`config.mk`:
```
export PLATFORM = sky130hd
export DESIGN_NAME = alu_operand_sequencer
export DESIGN_NICKNAME = d
export VERILOG_FILES = /design/src/rtl/alu_operand_sequencer_pkg.sv /design/src/rtl/alu_operand_sequencer_btn.sv /design/src/rtl/alu_operand_sequencer.sv
export SDC_FILE = /design/constraint.sdc
export NUM_CORES = 1
export LEC_CHECK = 0
export BUFFER_PORTS_ARGS = -buffer_cell sky130_fd_sc_hd__buf_4
export CAP_MARGIN = 15
export CORE_MARGIN = 1.5
export CORE_UTILIZATION = 45
export DETAILED_ROUTE_END_ITERATION = 6
export GPL_TIMING_DRIVEN = 0
export PLACE_DENSITY = 0.71
export SYNTH_ARGS = -nofsm -noshare
export SYNTH_HDL_FRONTEND = slang
export SYNTH_SLANG_ARGS = --single-unit
```
`constraint.sdc`:
```
create_clock -name clk -period 4 [get_ports clk]
set_clock_uncertainty 0.2 [all_clocks]
set_input_delay 0.4 -clock clk [delete_from_list [all_inputs] [get_ports clk]]
set_output_delay 0.4 -clock clk [all_outputs]
set_load 0.01 [all_outputs]
```
`src/rtl/alu_operand_sequencer_pkg.sv`:
```
// Shared types and constants for the ALU operand sequencer: FSM state encoding,
// opcode values and the active-low 7-segment hex decoder.
package alu_seq_pkg;

   typedef enum logic [2:0] {
      S_LOAD_A  = 3'd0,
      S_LOAD_B  = 3'd1,
      S_LOAD_OP = 3'd2,
      S_EXEC    = 3'd3,
      S_CAPTURE = 3'd4,
      S_SHOW    = 3'd5
   } state_t;

   localparam logic [3:0] OP_AND = 4'd0;
   localparam logic [3:0] OP_OR  = 4'd1;
   localparam logic [3:0] OP_XOR = 4'd2;
   localparam logic [3:0] OP_SHL = 4'd3;
   localparam logic [3:0] OP_SHR = 4'd4;
   localparam logic [3:0] OP_MAX = 4'd4;

   // Segment order is gfedcba; a 0 bit lights the segment.
   function automatic logic [6:0] hex_to_seg(input logic [3:0] nib);
      logic [6:0] seg;
      case (nib)
         4'h0:    seg = 7'b1000000;
         4'h1:    seg = 7'b1111001;
         4'h2:    seg = 7'b0100100;
         4'h3:    seg = 7'b0110000;
         4'h4:    seg = 7'b0011001;
         4'h5:    seg = 7'b0010010;
         4'h6:    seg = 7'b0000010;
         4'h7:    seg = 7'b1111000;
         4'h8:    seg = 7'b0000000;
         4'h9:    seg = 7'b0010000;
         4'hA:    seg = 7'b0001000;
         4'hB:    seg = 7'b0000011;
         4'hC:    seg = 7'b1000110;
         4'hD:    seg = 7'b0100001;
         4'hE:    seg = 7'b0000110;
         4'hF:    seg = 7'b0001110;
         default: seg = 7'b0111111;
      endcase
      return seg;
   endfunction

endpackage

```
`src/rtl/alu_operand_sequencer_btn.sv`:
```
// Pushbutton conditioner: 2-flop synchroniser, debounce counter and a one-cycle
// press pulse on an accepted rising level.
module button_conditioner #(
   parameter int DEBOUNCE_CYCLES = 500000
) (
   input  logic clk,
   input  logic rst,
   input  logic btn_i,
   output logic press_o
);

   localparam int CNT_W = (DEBOUNCE_CYCLES > 1) ? $clog2(DEBOUNCE_CYCLES + 1) : 1;
   localparam logic [CNT_W-1:0] CNT_LAST = CNT_W'(DEBOUNCE_CYCLES - 1);

   logic [1:0]       sync_q,   sync_d;
   logic [CNT_W-1:0] cnt_q,    cnt_d;
   logic             stable_q, stable_d;
   logic             armed_q,  armed_d;
   logic             press_q,  press_d;

   // Sync flops reset high so a button held across reset cannot count as a press;
   // armed only sets once a released level is seen after reset.
   always_ff @(posedge clk or posedge rst) begin
      if (rst) begin
         sync_q   <= 2'b11;
         cnt_q    <= '0;
         stable_q <= 1'b0;
         armed_q  <= 1'b0;
         press_q  <= 1'b0;
      end else begin
         sync_q   <= sync_d;
         cnt_q    <= cnt_d;
         stable_q <= stable_d;
         armed_q  <= armed_d;
         press_q  <= press_d;
      end
   end

   always_comb begin
      sync_d   = {sync_q[0], btn_i};
      cnt_d    = cnt_q;
      stable_d = stable_q;
      armed_d  = armed_q;
      press_d  = 1'b0;
      if (sync_q[1] == stable_q) begin
         cnt_d = '0;
      end else if (cnt_q == CNT_LAST) begin
         cnt_d    = '0;
         stable_d = sync_q[1];
         press_d  = sync_q[1] & armed_q;
      end else begin
         cnt_d = cnt_q + CNT_W'(1);
      end
      if (!sync_q[1] && !stable_q) begin
         armed_d = 1'b1;
      end else begin
         armed_d = armed_q;
      end
   end

   assign press_o = press_q;

endmodule

```
`src/rtl/alu_operand_sequencer.sv`:
```
// Board-side controller for the lab ALU: loads A, B and opcode on successive
// debounced presses, then captures and holds the ALU result for display.
module alu_operand_sequencer
   import alu_seq_pkg::*;
#(
   parameter int N               = 4,
   parameter int DEBOUNCE_CYCLES = 500000
) (
   input  logic         clk,
   input  logic         rst,
   input  logic [N-1:0] sw,
   input  logic [3:0]   op_sw,
   input  logic         btn_next,
   output logic [N-1:0] alu_a,
   output logic [N-1:0] alu_b,
   output logic [3:0]   alu_op,
   input  logic [N-1:0] alu_y,
   output logic [N-1:0] result,
   output logic         result_vld,
   output logic         done,
   output logic         op_err,
   output logic [2:0]   state_code,
   output logic [6:0]   seg
);

   logic press_s;
   logic [3:0] nib_s;

   state_t       state_q,  state_d;
   logic [N-1:0] a_q,      a_d;
   logic [N-1:0] b_q,      b_d;
   logic [3:0]   op_q,     op_d;
   logic [N-1:0] res_q,    res_d;
   logic         vld_q,    vld_d;
   logic         done_q,   done_d;
   logic         err_q,    err_d;

   button_conditioner #(
      .DEBOUNCE_CYCLES(DEBOUNCE_CYCLES)
   ) u_btn (
      .clk    (clk),
      .rst    (rst),
      .btn_i  (btn_next),
      .press_o(press_s)
   );

   // State and datapath registers.
   always_ff @(posedge clk or posedge rst) begin
      if (rst) begin
         state_q <= S_LOAD_A;
         a_q     <= '0;
         b_q     <= '0;
         op_q    <= 4'd0;
         res_q   <= '0;
         vld_q   <= 1'b0;
         done_q  <= 1'b0;
         err_q   <= 1'b0;
      end else begin
         state_q <= state_d;
         a_q     <= a_d;
         b_q     <= b_d;
         op_q    <= op_d;
         res_q   <= res_d;
         vld_q   <= vld_d;
         done_q  <= done_d;
         err_q   <= err_d;
      end
   end

   // done and result_vld are registered alongside the state they describe.
   always_comb begin
      state_d = state_q;
      a_d     = a_q;
      b_d     = b_q;
      op_d    = op_q;
      res_d   = res_q;
      err_d   = err_q;
      done_d  = 1'b0;
      case (state_q)
         S_LOAD_A: begin
            if (press_s) begin
               a_d     = sw;
               state_d = S_LOAD_B;
            end else begin
               state_d = S_LOAD_A;
            end
         end
         S_LOAD_B: begin
            if (press_s) begin
               b_d     = sw;
               state_d = S_LOAD_OP;
            end else begin
               state_d = S_LOAD_B;
            end
         end
         S_LOAD_OP: begin
            if (press_s) begin
               op_d    = op_sw;
               state_d = S_EXEC;
            end else begin
               state_d = S_LOAD_OP;
            end
         end
         S_EXEC: begin
            state_d = S_CAPTURE;
         end
         S_CAPTURE: begin
            res_d   = alu_y;
            err_d   = (op_q > OP_MAX);
            done_d  = 1'b1;
            state_d = S_SHOW;
         end
         S_SHOW: begin
            if (press_s) begin
               state_d = S_LOAD_A;
            end else begin
               state_d = S_SHOW;
            end
         end
         default: begin
            state_d = S_LOAD_A;
         end
      endcase
      vld_d = (state_d == S_SHOW);
   end

   if (N >= 4) begin : g_nib_full
      assign nib_s = res_q[3:0];
   end else begin : g_nib_ext
      assign nib_s = {{(4-N){1'b0}}, res_q};
   end

   assign seg        = hex_to_seg(nib_s);
   assign alu_a      = a_q;
   assign alu_b      = b_q;
   assign alu_op     = op_q;
   assign result     = res_q;
   assign result_vld = vld_q;
   assign done       = done_q;
   assign op_err     = err_q;
   assign state_code = state_q;

endmodule

```
Yosys cells after proc, flatten, opt, wreduce, memory -nomap -nowiden. Memory sizes are Yosys's and may differ from the RTL's. Cells that the tools add are included.

Bits in registers: 46. ROM bits: 112. Output and inout port bits: 29. Logic and storage cells: 44. Memories kept: 1.

Memories: (name not given) (words 16, bits a word 7, read ports 1, clocked after Yosys merged registers in 0, write ports 0, RTL line alu_operand_sequencer_pkg.sv:24) `case (nib)`.

$add $sub $neg: 1. $lt $le $gt $ge: 1. Equal/unequal tests: 8. Multiplexer cells: 10. Bitwise logic cells: 2. Reduce and logical (&&, ||, !) cells: 8.

Operator list (count): $mux 19 (2); $add 19x1->19 const B (1); $eq 19x19->1 const B (1); $pmux 3 s6 (1); $eq 3x3->1 const B (3); $reduce_and 2->1 (4); $eq 3x2->1 const B (2); $mux 1 (5); $gt 4x3->1 const B (1); $eq 3x1->1 const B (1); $logic_not 3->1 (1); $mux 3 (1); $logic_not 1->1 (2); $mux 2 (1); $and 1x1->1 (1); $eq 1x1->1 (1); $logic_and 1x1->1 (1); $not 1->1 (1).

Depth between registers and ports, before layout. Gate-level depths: netlist of run 1.

Depth after elaboration: 3. Gate-level depth with buffers: 6. Depth with buffers taken out: 5.

Modules after synthesis. Synthesis of run 1 repeated with hierarchy kept, for this count alone.

Cell total of the unflattened synthesis: 198. Area, all modules: 2312.2 µm².

By module, submodules not included: alu_operand_sequencer (times used 1, cells each 90, area each 1164.9 µm², sequential area each 550.5 µm²); button_conditioner (times used 1, cells each 108, area each 1147.4 µm², sequential area each 603.1 µm²).

Worst setup path after synthesis of run 1. OpenSTA, ideal clock, no wires.

Kind: register -> register. Start point: reg state_q[0], in the netlist state_code[0]. End point: reg op_q[0], in the netlist alu_op[0]. Setup time: 0.125 ns. Data arrival time: 1.609 ns. Slack: 2.066 ns. Cell stages (with the launch flop): 5. Path through: dfrtp_1 > clkbuf_2 > or3b_2 > nor2_1 > mux2_2.

Cells in the longest elaborated chain, start to end: 2.

Ends and longest elaborated chain: start: declaration (RTL line alu_operand_sequencer.sv:29) `state_t state_q, state_d;`; start signal: assignment (RTL line alu_operand_sequencer.sv:59) `state_q <= state_d;`; $eq 3x2->1 (RTL line alu_operand_sequencer.sv:79) `case (state_q)`; $reduce_and 2->1 (no source line); end signal: assignment (RTL line alu_operand_sequencer.sv:62) `op_q <= op_d;`; end: declaration (RTL line alu_operand_sequencer.sv:32) `logic [3:0] op_q, op_d;`.

No other way between the ends. A chain may end at the register's enable or synchronous reset.

Worst setup path in the final report of run 1.
Start point: reg res_q[1], in the netlist result[1]. End point: out seg[3].

Cells in the longest elaborated chain, start to end: 1.

Ends and longest elaborated chain: start: declaration (RTL line alu_operand_sequencer.sv:33) `logic [N-1:0] res_q, res_d;`; start signal: assignment (RTL line alu_operand_sequencer.sv:63) `res_q <= res_d;`; $mem_v2 16x7; end: declaration (RTL line alu_operand_sequencer.sv:23) `output logic [6:0] seg`.

No other way between the ends.

==> results.json, run 1 <==
{
  "setup.worst_path.start_class": "register",
  "power_density_mw_per_mm2": 285,
  "drive_gt1_share_pct": 31.4,
  "postCtsSetupBuffers": 0,
  "final_cell_count_no_fill": 331,
  "muxShareOfSynthArea_pct": 9.79,
  "drtPass1Iterations": 4,
  "seq_area_mm2": 0.00115,
  "slew_violations": 0,
  "relSlewSlack_pct": 50.9,
  "place_inst": 322,
  "ios": 44,
  "post-route-drc-count": 0,
  "cp_max_fo": 7,
  "rows": 25,
  "dieArea_mm2": 0.00543,
  "grt_pass1_wl_mm": 6.85,
  "vias": 1686,
  "status": "finished clean",
  "min-delay-path-class": "in -> reg",
  "tightest_slew_ns": 0.727,
  "grt_usage_pct": 16.5,
  "worstPathArrival_ns": 1.79,
  "cap_violations": 0,
  "cts-resized-gates": 0,
  "finalCritPeriodShare_pct": 59.6,
  "coreArea_mm2": 0.00475,
  "finalHoldViolCount": 0,
  "synth_top_family_by_area": "simple AND/OR/NAND/NOR gates",
  "numPortBuffers": 43,
  "grt_pass1_vias": 1543,
  "dpl.hpwl_mm": 3.10,
  "setup_tns_ns": 0,
  "die_y_um": 73.7,
  "critPathCaptureType": "primary output",
  "synthAdderAreaFrac_pct": 4.45,
  "syn_to_final_growth_pct": 23.6,
  "synth.net_count": 234,
  "hold_buffers": 1,
  "rsz0062_at_grt": "false",
  "power.ir.vdd_worst_uv": 161,
  "multi_input_area_mm2": 0.00103,
  "synth_area_per_cell_um2": 10.7,
  "crit_type": "reg -> out",
  "yosys.area_share.simple_pct": 19.8,
  "clk_latency_ns": 0.29,
  "cp.required_ns": 3.40,
  "cts_sinks": 46,
  "num_antenna_cells": 0,
  "async_flop_share_pct": 100,
  "synth_flop_cell": "dfrtp_1",
  "synth.distinct_cells": 43,
  "setup_viol": 0,
  "cts_tree": "done",
  "h-tree-depth": 2,
  "path_clk_slew_ns": 0.08,
  "initial_core_util_pct": 47.3,
  "drt_iter0_markers": 88,
  "fmax_ghz": 0.419,
  "netlist_instances": 211,
  "gp_congestion": 0.872,
  "final_nets": 286,
  "overflow": 0,
  "route.detailed.wl_per_inst_um": 12.6,
  "grt_max_degree": 36,
  "seq_area_frac_synth_pct": 51.3,
  "synth_edf_count": 0,
  "antenna_found_initial": 0,
  "leakagePower_nw": 1.28,
  "synth_compound_area_share_pct": 6.12,
  "die_w_um": 73.7,
  "ys_ff_latch": 46,
  "postRouteAntennaNets": 0,
  "wl_mm": 4.16,
  "cts_buffers": 5,
  "root_buffer": "clkbuf_8",
  "synth_xor_area_share_pct": 5.45,
  "via_per_inst": 5.09,
  "finalCriticalPeriod_ns": 2.39,
  "netlist_area_mm2": 0.00225,
  "clockBufferDepth": 2,
  "yosys_warnings": 0,
  "fill_cells": 410
}
==> placed cells by master, fill, tap and decap left out, types with 2 or more instances in the layout <==
cell / count
nor4_1: 4
xnor2_1: 12
mux2_2: 16
a21oi_1: 9
ha_1: 8
xor2_1: 2
nand2_1: 15
o21ai_0: 9
nor2b_1: 2
nor4bb_1: 2
dfrtp_1: 44
nor3_1: 6
or2_2: 2
clkbuf_1: 2
nor2_1: 25
buf_4: 44
nand2b_1: 2
mux2i_1: 4
dfstp_2: 2
nand4_1: 7
nand3_1: 6
inv_1: 8
clkbuf_8: 6
nand3_2: 2
==> sequential cells by signal, summed over array words and instances, names as in the netlist <==
signal,cells
alu_a,4
alu_b,4
alu_op,4
done,1
op_err,1
result,4
result_vld,1
state_code,3
u_btn.armed_q,1
u_btn.cnt_q,19
u_btn.press_o,1
u_btn.stable_q,1
u_btn.sync_q,2
==> critical path, cell delays in order (launching register included) <==
cell	delay [ns]
dfrtp_1	0.48
inv_1	0.15
ha_1	0.24
nor2b_1	0.26
nor3_1	0.08
a31oi_1	0.15
buf_4	0.14
==> synthesized netlist by cell type, types with 2 or more instances <==
| library cell | instances | area [µm²] |
|---|---|---|
| inv_1 | 9 | 33.8 |
| nor4bb_1 | 2 | 20.0 |
| dfrtp_1 | 44 | 1100 |
| or2_2 | 2 | 12.5 |
| nor3_1 | 6 | 30.0 |
| ha_1 | 8 | 100 |
| nor4_1 | 4 | 25.0 |
| mux2i_1 | 4 | 40.0 |
| o21ai_0 | 9 | 45.0 |
| nor2b_1 | 2 | 12.5 |
| nand2b_1 | 2 | 12.5 |
| mux2_2 | 16 | 180 |
| dfstp_2 | 2 | 52.6 |
| nand2_1 | 15 | 56.3 |
| nand4_1 | 7 | 43.8 |
| a21oi_1 | 9 | 45.0 |
| nand3_1 | 6 | 30.0 |
| xnor2_1 | 12 | 105 |
| nor2_1 | 25 | 93.8 |
| xor2_1 | 2 | 17.5 |
| nand3_2 | 2 | 20.0 |
| clkbuf_1 | 2 | 7.51 |
==> worst paths after layout <==
| check | startpoint | to | slack [ns] | depth (start not counted) |
|---|---|---|---|---|
| max | result[1]$_DFFE_PP0P_ | seg[3] | 1.61 | 6 |
| min | btn_next | u_btn.sync_q[0]$_DFF_PP1_ | 0.01 | 1 |
| max reg2reg | u_btn.cnt_q[0]$_DFF_PP0_ | u_btn.cnt_q[8]$_DFF_PP0_ | 1.85 | 6 |
| min reg2reg | u_btn.sync_q[0]$_DFF_PP1_ | u_btn.sync_q[1]$_DFF_PP1_ | 0.16 | 0 |
| max in group asynchronous | rst | u_btn.sync_q[0]$_DFF_PP1_ | 2.66 | 4 |
| min in group asynchronous | rst | u_btn.cnt_q[3]$_DFF_PP0_ | 0.40 | 3 |
==> where the power goes <==
group          total [mW]  switching (mW)  internal [mW]  leakage [nW]
clock               0.287           0.148          0.139        0.0472
sequential          0.472         0.00282          0.469         0.618
combinational      0.0350          0.0193         0.0157         0.613
total               0.794           0.170          0.623          1.28
==> metal layers <==
| layer | GRT usage (%) | routed length (µm) |
|---|---|---|
| met5 | 0 | 0 |
| met3 | 3.02 | 213 |
| met4 | 8.23 | 72 |
| met2 | 25.5 | 1950 |
| met1 | 22.0 | 1930 |
==> logic make-up (layout without fill, tap and decap cells) <==
family          after synthesis  count (layout)
simple gates                 84              84
flops                        46              46
compound gates               24              24
mux                          20              20
buf+inv                      15              68
xor+xnor                     14              14
fa+ha+maj                     8               8
==> layout make-up <==
type / instances / area share, %
Clock buffer: 6 / 2.97
Sequential cell: 46 / 41.5
Clock inverter: 2 / 0.450
Multi-Input combinational cell: 150 / 36.9
Buffer: 6 / 1.30
Tap cell: 67 / 3.01
Timing Repair Buffer: 45 / 12.7
Inverter: 9 / 1.21
==> stage by stage <==
stage	setup WS (ns)	hold slack, ns	utilization [%]	cell area, µm²	total power, mW
after floorplan	2.07	0.145	-	2250	0.497
final	1.61	0.0133	58.5	2780	0.794
after CTS	1.62	0.00235	58.5	2780	0.808
after global routing	1.50	0.000163	58.5	2780	0.825
after detailed placement	1.90	0.147	56.3	2680	0.516
after global placement	1.75	0.146	55.9	2660	0.513
No activity file was read; power rests on OpenSTA's default activity.
==> inputs of run 2 (changes only) <==
Clock period 4 ns to 2.4 ns, I/O delays scaled along.
==> run 2 against run 1 <==
Effect of this change: power rose by 69%; critical endpoint unchanged; flip-flop and latch count did not move; wire length rose by 5.5%; critical path depth did not move; clock power rose by 66%; die area did not move.
==> results.json, run 2 (synthesis gave the netlist of run 1 again) <==
{
  "grt_max_degree": 36,
  "timing.rr.start": "u_btn.cnt_q[0]$_DFF_PP0_",
  "route.detailed.wl_per_inst_um": 12.8,
  "relSlewSlack_pct": 50.7,
  "syn_to_final_growth_pct": 29.4,
  "power.ir.vdd_worst_uv": 269,
  "dieArea_mm2": 0.00543,
  "largest_reg_flops": 19,
  "min-delay-path-class": "reg -> reg",
  "path_depth": 6,
  "grt_usage_pct": 17.3,
  "p_seq_share_pct": 58.7,
  "layout_common_cells": "buf_4, dfrtp_1, nor2_1",
  "tightest_slew_ns": 0.730,
  "reg2reg_depth": 6,
  "crit_type": "reg -> out",
  "rsz0062_at_grt": "false",
  "fill_cells": 400,
  "leakagePower_nw": 1.33,
  "crit_chain": "inv_1 -> ha_1 -> nor2b_1 -> nor3_1 -> a31oi_1 -> buf_4",
  "crit_slowest_cell": "dfrtp_1",
  "place_inst": 322,
  "clk_latency_ns": 0.29,
  "final_cell_count_no_fill": 344,
  "drtPass1Iterations": 5,
  "critPathCaptureType": "primary output",
  "drt_iter0_markers": 62,
  "drive_gt1_share_pct": 30.0,
  "dpl.hpwl_mm": 3.10,
  "root_buffer": "clkbuf_8",
  "final_nets": 299,
  "power_frac_comb_pct": 5.7,
  "postRouteAntennaNets": 0,
  "cap_violations": 0,
  "wl_mm": 4.39,
  "intPower_mw": 1.05,
  "slew_violations": 0,
  "post-route-drc-count": 0,
  "gp_congestion": 0.872,
  "cts_buffers": 5,
  "num_antenna_cells": 0,
  "h-tree-depth": 2,
  "path_delay_family": "flip-flops",
  "overflow": 0,
  "die_w_um": 73.7,
  "setup_tns_ns": 0,
  "power_density_mw_per_mm2": 460,
  "p_switching_uw": 287,
  "cpPeakStageDelay_ns": 0.47,
  "regToRegSetupSlack_ns": 0.26,
  "via_per_inst": 5.07,
  "antenna_found_initial": 0,
  "ios": 44,
  "grt_pass1_wl_mm": 7.21,
  "cp_max_fo": 7,
  "vias": 1745,
  "cts_sinks": 46,
  "status": "finished clean",
  "startpoint": "result[1]$_DFFE_PP0P_",
  "cts_tree": "done",
  "initial_core_util_pct": 47.3,
  "cp.required_ns": 1.96,
  "critPathBufInv": 2,
  "cp-endpoint": "seg[3]",
  "path_clk_slew_ns": 0.08,
  "clockBufferDepth": 2,
  "setup.worst_path.start_class": "register",
  "numPortBuffers": 43,
  "die_y_um": 73.7,
  "worstPathArrival_ns": 1.80,
  "top_register": "u_btn.cnt_q",
  "swShare_pct": 21.4,
  "rows": 25,
  "finalHoldViolCount": 0,
  "post-route-util_pct": 61.2,
  "finalCritPeriodShare_pct": 93.2,
  "fmax_ghz": 0.447,
  "pwr-share-clk_pct": 35.6,
  "setup_viol": 0,
  "worstReg2RegEnd": "u_btn.cnt_q[8]$_DFF_PP0_",
  "grt_pass1_vias": 1643,
  "finalCriticalPeriod_ns": 2.24,
  "coreArea_mm2": 0.00475
}
## run 2: cell count changes in the layout (fill, tap and decap cells not counted), sizes merged
cell,delta
dlygate4sd3,+13
## run 2: power groups by stage
| stage | registers, mW | clock network, mW | logic (mW) |
|---|---|---|---|
| final | 0.786 | 0.477 | 0.0761 |
| after global routing | 0.787 | 0.520 | 0.0858 |
| after CTS | 0.786 | 0.500 | 0.0774 |
| after detailed placement | 0.801 | 0 | 0.0588 |
| after global placement | 0.801 | 0 | 0.0534 |
| after floorplan | 0.800 | 0 | 0.0280 |
## run 2: worst min-delay path by stage
stage,end,cells after the start,slack [ns],startpoint
final,u_btn.sync_q[1]$_DFF_PP1_,0,0.16,u_btn.sync_q[0]$_DFF_PP1_
after CTS,u_btn.sync_q[1]$_DFF_PP1_,0,0.16,u_btn.sync_q[0]$_DFF_PP1_
after floorplan,u_btn.sync_q[0]$_DFF_PP1_,0,0.04,btn_next
after detailed placement,u_btn.cnt_q[2]$_DFF_PP0_,2,0.008,rst
after global routing,u_btn.sync_q[1]$_DFF_PP1_,0,0.17,u_btn.sync_q[0]$_DFF_PP1_
after global placement,u_btn.sync_q[1]$_DFF_PP1_,0,0.15,u_btn.sync_q[0]$_DFF_PP1_
## run 2: worst register-to-register path: cells and delay by family (launching register included)
kind | cells | cell delay, ns
fa+ha+maj | 1 | 0.26
buf+inv | 1 | 0.29
simple gates | 3 | 0.47
compound gates | 1 | 0.38
flops | 1 | 0.42
## run 2: final cells by class
class / count / area (µm²) / area share [%]
plain buffers: 6 / 36.3 / 1.25
multi-input cells: 150 / 1030 / 35.2
well taps: 67 / 83.8 / 2.88
inverters: 9 / 33.8 / 1.16
repair buffers: 58 / 483 / 16.6
clock inverters: 2 / 12.5 / 0.430
clock buffers: 6 / 82.6 / 2.84
flip-flops and latches: 46 / 1150 / 39.6
## run 2: per-layer routing
metal | global-route usage [%] | vias to the layer above | wire [µm]
li1 | - | 867 | -
met1 | 22.2 | 822 | 2020
met2 | 28.0 | 49 | 2130
met3 | 3.16 | 7 | 173
met4 | 8.44 | 0 | 72
met5 | 0 | - | 0
## run 2: what timing repair did
item | in CTS | in global routing
setup buffers | 0 | 0
hold endpoints to repair | 61 | 0
gates resized for setup | 0 | 0
hold buffers | 14 | 0
## run 2: per-stage QoR
step / hold slack, ns / total power, mW / setup WS (ns) / cell area (µm²)
after floorplan: 0.0445 / 0.828 / 0.466 / 2250
after global placement: 0.146 / 0.855 / 0.314 / 2660
after detailed placement: 0.00816 / 0.860 / 0.304 / 2680
after CTS: 0.159 / 1.36 / 0.184 / 2910
after global routing: 0.168 / 1.39 / 0.0564 / 2910
final: 0.157 / 1.34 / 0.162 / 2910
